### config.mk
export PLATFORM = sky130hd
export DESIGN_NAME = simd_fflags_unit_flat
export DESIGN_NICKNAME = d
export VERILOG_FILES = /design/src/rtl/simd_exc_pkg.sv /design/src/rtl/simd_fflags_unit_if.sv /design/src/rtl/exc_lane_prio.sv /design/src/rtl/simd_fflags_unit.sv /design/src/flat_wrapper.sv
export SDC_FILE = /design/constraint.sdc
export NUM_CORES = 1
export LEC_CHECK = 0
export CORE_MARGIN = 3
export CORE_UTILIZATION = 44
export DETAILED_ROUTE_END_ITERATION = 12
export PLACE_DENSITY = 0.85
export SLEW_MARGIN = 20
export SYNTH_ARGS = -nofsm -noshare
export SYNTH_HDL_FRONTEND = slang
export SYNTH_SLANG_ARGS = --single-unit
export TNS_END_PERCENT = 1
### constraint.sdc
create_clock -name clk -period 3 [get_ports clk]
set_input_delay 0.6 -clock clk [delete_from_list [all_inputs] [get_ports clk]]
set_output_delay 0.6 -clock clk [all_outputs]
set_load 0.01 [all_outputs]
### src/rtl/simd_exc_pkg.sv
// Shared definitions for the SIMD exception path: flag bit positions,
// the flag-vector type and the trap FSM state type.
package simd_exc_pkg;

  localparam int unsigned FLAG_NV = 4;
  localparam int unsigned FLAG_DZ = 3;
  localparam int unsigned FLAG_OF = 2;
  localparam int unsigned FLAG_UF = 1;
  localparam int unsigned FLAG_NX = 0;

  typedef logic [4:0] flags_t;

  typedef enum logic {
    IDLE,
    PENDING
  } trap_state_e;

endpackage

### src/rtl/simd_fflags_unit_if.sv
// Exception bus from the lane datapath's packing stage: a retire strobe,
// the active-lane mask and five packed per-lane flag vectors.
interface simd_fflags_unit_if #(
  parameter int unsigned LANES = 4
);
  logic             ex_valid;
  logic [LANES-1:0] lane_mask;
  logic [LANES-1:0] invalid;
  logic [LANES-1:0] div_by_zero;
  logic [LANES-1:0] overflow;
  logic [LANES-1:0] underflow;
  logic [LANES-1:0] inexact;

  modport master (
    output ex_valid, lane_mask, invalid, div_by_zero, overflow, underflow, inexact
  );

  modport slave (
    input ex_valid, lane_mask, invalid, div_by_zero, overflow, underflow, inexact
  );
endinterface

### src/rtl/exc_lane_prio.sv
// Combinational lowest-set-bit encoder over the lane vector.
module exc_lane_prio #(
  parameter int unsigned LANES  = 4,
  parameter int unsigned LANE_W = $clog2(LANES)
) (
  input  logic [LANES-1:0]  req,
  output logic [LANE_W-1:0] idx,
  output logic              found
);
  always_comb begin
    idx   = '0;
    found = 1'b0;
    // Scan from the top down so the lowest set bit is written last.
    for (int unsigned i = LANES; i > 0; i--) begin
      if (req[i-1]) begin
        idx   = LANE_W'(i - 1);
        found = 1'b1;
      end
    end
  end
endmodule

### src/rtl/simd_fflags_unit.sv
// Sticky fflags accumulation, trap capture FSM and saturating exception
// counter fed by the masked per-lane exception vectors.
module simd_fflags_unit
  import simd_exc_pkg::*;
#(
  parameter int unsigned LANES  = 4,
  parameter int unsigned LANE_W = $clog2(LANES),
  parameter int unsigned CNT_W  = 8
) (
  input  logic               clk,
  input  logic               rst,
  simd_fflags_unit_if.slave  ex,
  input  logic               csr_wr_en,
  input  flags_t             csr_wr_data,
  input  flags_t             trap_en,
  input  logic               trap_ack,
  input  logic               cnt_clr,
  output flags_t             csr_rd_data,
  output logic               trap_req,
  output flags_t             trap_cause,
  output logic [LANE_W-1:0]  trap_lane,
  output logic               trap_lost,
  output logic [CNT_W-1:0]   exc_count
);
  flags_t            new_flags;
  flags_t            en_evt;
  logic [LANES-1:0]  lane_hit;
  logic [LANE_W-1:0] hit_idx;
  logic              hit_found;

  trap_state_e       state_q, state_d;
  flags_t            fflags_q, fflags_d;
  flags_t            cause_q, cause_d;
  logic [LANE_W-1:0] lane_q, lane_d;
  logic              lost_q, lost_d;
  logic [CNT_W-1:0]  cnt_q, cnt_d;

  always_comb begin
    new_flags          = '0;
    new_flags[FLAG_NV] = ex.ex_valid & (|(ex.invalid     & ex.lane_mask));
    new_flags[FLAG_DZ] = ex.ex_valid & (|(ex.div_by_zero & ex.lane_mask));
    new_flags[FLAG_OF] = ex.ex_valid & (|(ex.overflow    & ex.lane_mask));
    new_flags[FLAG_UF] = ex.ex_valid & (|(ex.underflow   & ex.lane_mask));
    new_flags[FLAG_NX] = ex.ex_valid & (|(ex.inexact     & ex.lane_mask));
    en_evt             = new_flags & trap_en;
    // Lanes that are active and raise at least one of the flags being captured.
    lane_hit = ex.lane_mask & (({LANES{en_evt[FLAG_NV]}} & ex.invalid)
                             | ({LANES{en_evt[FLAG_DZ]}} & ex.div_by_zero)
                             | ({LANES{en_evt[FLAG_OF]}} & ex.overflow)
                             | ({LANES{en_evt[FLAG_UF]}} & ex.underflow)
                             | ({LANES{en_evt[FLAG_NX]}} & ex.inexact));
  end

  exc_lane_prio #(
    .LANES  (LANES),
    .LANE_W (LANE_W)
  ) u_prio (
    .req   (lane_hit),
    .idx   (hit_idx),
    .found (hit_found)
  );

  always_comb begin
    fflags_d = csr_wr_en ? (csr_wr_data | new_flags) : (fflags_q | new_flags);

    state_d = state_q;
    cause_d = cause_q;
    lane_d  = lane_q;
    lost_d  = lost_q;
    unique case (state_q)
      IDLE: begin
        if (|en_evt) begin
          state_d = PENDING;
          cause_d = en_evt;
          lane_d  = hit_found ? hit_idx : '0;
        end
      end
      PENDING: begin
        if (trap_ack && (|en_evt)) begin
          cause_d = en_evt;
          lane_d  = hit_found ? hit_idx : '0;
          lost_d  = 1'b0;
        end else if (trap_ack) begin
          state_d = IDLE;
          cause_d = '0;
          lane_d  = '0;
          lost_d  = 1'b0;
        end else if (|en_evt) begin
          lost_d = 1'b1;
        end
      end
      default: state_d = IDLE;
    endcase

    cnt_d = cnt_q;
    if (cnt_clr) begin
      cnt_d = '0;
    end else if ((|new_flags) && (cnt_q != {CNT_W{1'b1}})) begin
      cnt_d = cnt_q + CNT_W'(1);
    end
  end

  always_ff @(posedge clk or posedge rst) begin
    if (rst) begin
      state_q  <= IDLE;
      fflags_q <= '0;
      cause_q  <= '0;
      lane_q   <= '0;
      lost_q   <= 1'b0;
      cnt_q    <= '0;
    end else begin
      state_q  <= state_d;
      fflags_q <= fflags_d;
      cause_q  <= cause_d;
      lane_q   <= lane_d;
      lost_q   <= lost_d;
      cnt_q    <= cnt_d;
    end
  end

  assign csr_rd_data = fflags_q;
  assign trap_req    = (state_q == PENDING);
  assign trap_cause  = cause_q;
  assign trap_lane   = lane_q;
  assign trap_lost   = lost_q;
  assign exc_count   = cnt_q;
endmodule

### src/flat_wrapper.sv
// flat-port wrapper written by rule: the top's interface ports become plain ports
module simd_fflags_unit_flat import simd_exc_pkg::*;
#(
  parameter int unsigned LANES  = 4,
  parameter int unsigned LANE_W = $clog2(LANES),
  parameter int unsigned CNT_W  = 8
)
  (clk, rst, csr_wr_en, csr_wr_data, trap_en, trap_ack, cnt_clr, csr_rd_data, trap_req, trap_cause, trap_lane, trap_lost, exc_count, ex_ex_valid, ex_lane_mask, ex_invalid, ex_div_by_zero, ex_overflow, ex_underflow, ex_inexact);
  simd_fflags_unit_if #(.LANES(LANES)) ex_i ();
  input  logic clk;
  input  logic rst;
  input  logic csr_wr_en;
  input  flags_t csr_wr_data;
  input  flags_t trap_en;
  input  logic trap_ack;
  input  logic cnt_clr;
  output flags_t csr_rd_data;
  output logic trap_req;
  output flags_t trap_cause;
  output logic [LANE_W-1:0] trap_lane;
  output logic trap_lost;
  output logic [CNT_W-1:0] exc_count;
  input wire logic [$bits(ex_i.ex_valid)-1:0] ex_ex_valid;
  input wire logic [$bits(ex_i.lane_mask)-1:0] ex_lane_mask;
  input wire logic [$bits(ex_i.invalid)-1:0] ex_invalid;
  input wire logic [$bits(ex_i.div_by_zero)-1:0] ex_div_by_zero;
  input wire logic [$bits(ex_i.overflow)-1:0] ex_overflow;
  input wire logic [$bits(ex_i.underflow)-1:0] ex_underflow;
  input wire logic [$bits(ex_i.inexact)-1:0] ex_inexact;
  assign ex_i.ex_valid = ex_ex_valid;
  assign ex_i.lane_mask = ex_lane_mask;
  assign ex_i.invalid = ex_invalid;
  assign ex_i.div_by_zero = ex_div_by_zero;
  assign ex_i.overflow = ex_overflow;
  assign ex_i.underflow = ex_underflow;
  assign ex_i.inexact = ex_inexact;
  simd_fflags_unit #(.LANES(LANES), .LANE_W(LANE_W), .CNT_W(CNT_W)) u_core (.clk(clk), .rst(rst), .ex(ex_i), .csr_wr_en(csr_wr_en), .csr_wr_data(csr_wr_data), .trap_en(trap_en), .trap_ack(trap_ack), .cnt_clr(cnt_clr), .csr_rd_data(csr_rd_data), .trap_req(trap_req), .trap_cause(trap_cause), .trap_lane(trap_lane), .trap_lost(trap_lost), .exc_count(exc_count));
endmodule
==> results.yml <==
floorplan:
  die-width_um: 61.39
  io_pins: 62
  row_count: 19
  start_util_pct: 47.72
  fp.dieH_um: 61.39
  dieArea_um2: 3769
  core_um2: 2829
power_and_ir_drop:
  powerDensity_nw_per_um2: 411.6
  vdd_ir_drop_max_mv: 0.3079
  leakage_nw: 0.8106
clocking:
  cts_hold_buf: 0
  cts.path.max_buffers: 2
  path_clk_slew_ns: 0.12
  numCtsBuffers: 3
  post_cts_buffers: 0
  cts-root-buf: "clkbuf_4"
  htreeDepth: 1
  insertion_delay_ns: 0.32
  cts_tree: "built"
  cts.repair.resized: 0
  cts.sinks: 22
synth:
  synth_common_cells: "dfrtp_1, nand2_1, a22oi_1"
  synth_seq_cells: 22
  yosys_most_used_dff: "dfrtp_1"
  yosys_warnings: 0
  synthesis.instances: 137
  ys_types: 39
  yosysMostFrequentCell: "dfrtp_1"
  synth-edff-count: 0
  synth_fp_nets: 178
  seq_area_frac_synth_pct: 40.78
  synth.cell_area_um2: 1350
  synth_area_leaders: "dfrtp_1, a22oi_1, nand2_1"
  synthArstFlopShare_pct: 100.0
  synth_largest_area_cell: "dfrtp_1"
  syn_area_per_cell_um2: 9.854
  synth_top_cell_area_share_pct: 40.78
setup_path:
  cp_max_fo: 6
  crit_type: "primary input to flop"
  end_kind: "flop"
  arrival_ns: 2.80
  start_kind: "primary input"
  required_ns: 3.20
global_routing:
  antenna_found_initial: 0
  grt_first_pass_wirelength_um: 6630
  grt_pass1_vias: 1421
  grt_max_degree: 23
  grt-ovfl-total: 0
  grtUsageTotal_pct: 23.84
timing:
  clock.fmax_mhz: 385.5
  finalSetupViolations: 0
  worst_pin_slew_ns: 0.8539
  grt_setup_unrepaired: "false"
  fin_crit_sh_pct: 86.46
  max_slew_margin_pct: 43.01
  hold_ws_ns: 0.5172
  drv_slew: 0
  min_period_ns: 2.594
  hold_viol_final: 0
  finalClockSkew_ns: 0.001091
  setup_tns_ns: 0
placement:
  io_buffers: 61
  place.detailed.hpwl_um: 3303
  place_congestion: 0.8115
min_path:
  hp-class: "flop to flop"
detailed_routing:
  drt_pass1_iterations: 6
  first_iter_violations: 141
  wl_um: 4162
  post-route-drc-count: 0
  ant_nets: 0
  viasPerCell: 6.130
  num_vias: 1410
  wl_per_cell_um: 18.10
cells_and_area:
  nFillCells: 212
  diodes: 0
  drive_gt1_share_pct: 9.045
  nets: 241
  syn2layout_area_growth_pct: 51.34
outcome:
  status: "complete, no violations"
job:
  cap_violations: 0
stage by stage:
step | std cells | worst slack (ns) | utilization (%) | total power [mW] | cell area (um2)
after floorplan | 137 | 0.9038 | - | 0.4683 | 1350
after global placement | 226 | 0.2752 | 70.37 | 0.6038 | 1991
after detailed placement | 226 | 0.1184 | 70.37 | 0.6121 | 1991
after CTS | 230 | 0.4477 | 72.22 | 0.8444 | 2043
after global routing | 230 | 0.2628 | 72.22 | 0.8798 | 2043
final | 230 | 0.4062 | 72.22 | 0.8409 | 2043
path summary, 6_finish.rpt:
| path | from | to | slack [ns] | cells past startpoint |
|---|---|---|---|---|
| worst min-delay path | u_core.trap_cause[1]$_DFFE_PP0P_ | u_core.trap_cause[1]$_DFFE_PP0P_ | 0.52 | 1 |
| worst max register to register | u_core.exc_count[0]$_DFFE_PP0P_ | u_core.exc_count[6]$_DFFE_PP0P_ | 1.08 | 6 |
| max in group asynchronous | rst | u_core.trap_lost$_DFFE_PP0P_ | 1.70 | 2 |
| worst min register to register | u_core.trap_cause[1]$_DFFE_PP0P_ | u_core.trap_cause[1]$_DFFE_PP0P_ | 0.52 | 1 |
| worst max-delay path | ex_lane_mask[2] | u_core.trap_lane[1]$_DFFE_PP0P_ | 0.41 | 7 |
| min in group asynchronous | rst | u_core.exc_count[7]$_DFFE_PP0P_ | 0.76 | 2 |
critical path: stages:
cell	delay, ns
clkdlybuf4s50_1	0.51
a22oi_1	0.35
a211oi_2	0.20
or3_4	0.44
nor3_2	0.28
a2111oi_0	0.13
a211o_1	0.29
per-layer routing:
metal	vias up	GRT usage, %	share of wire [%]
li1	654	-	-
met1	649	32.68	43
met2	88	37.61	45
met3	19	3.564	8.8
met4	0	10.00	2.9
met5	-	0	0
cells by family (layout without fill, tap and decap cells):
family | after synthesis | count (layout) | share of synthesized area [%]
xor gates and xnor gates | 6 | 6 | 3.892
muxes | 2 | 2 | 1.483
and+or+nand+nor | 40 | 40 | 15.57
DFF | 22 | 22 | 40.78
AOI/OAI and AO/OA | 55 | 55 | 34.20
adders and majority gates | 1 | 1 | 0.9266
buffers and inverters | 11 | 73 | 3.151
cell type report:
type	count	area [um2]	area share (%)
repair buffers	62	618.1	30.25
clock inverters	1	30.03	1.470
clock buffers	3	22.52	1.102
inverters	7	26.28	1.286
multi-input cells	104	757.0	37.05
well taps	31	38.79	1.898
flip-flops and latches	22	550.5	26.94
layout by cell type (no fill, tap or decap), drive strengths merged, types with 5 or more instances in the layout:
cell type | synthesis | routed
inv | 7 | 7
dfrtp | 22 | 22
nor2 | 9 | 9
clkdlybuf4s50 | 0 | 61
nand2 | 16 | 16
a22oi | 15 | 15
xnor2 | 6 | 6
a221o | 5 | 5
a21oi | 10 | 10
a2111oi | 5 | 5
state kept, by name, indices dropped and copies added (netlist names):
register            flops
u_core.exc_count        8
u_core.csr_rd_data      5
u_core.trap_cause       5
u_core.trap_lane        2
u_core.trap_lost        1
u_core.trap_req         1
power by group:
part	switching, mW	internal [mW]	total (mW)
sequential	0.0218	0.324	0.345
combinational	0.119	0.145	0.264
clock	0.0968	0.135	0.232
No activity file was read; power rests on OpenSTA's default activity.
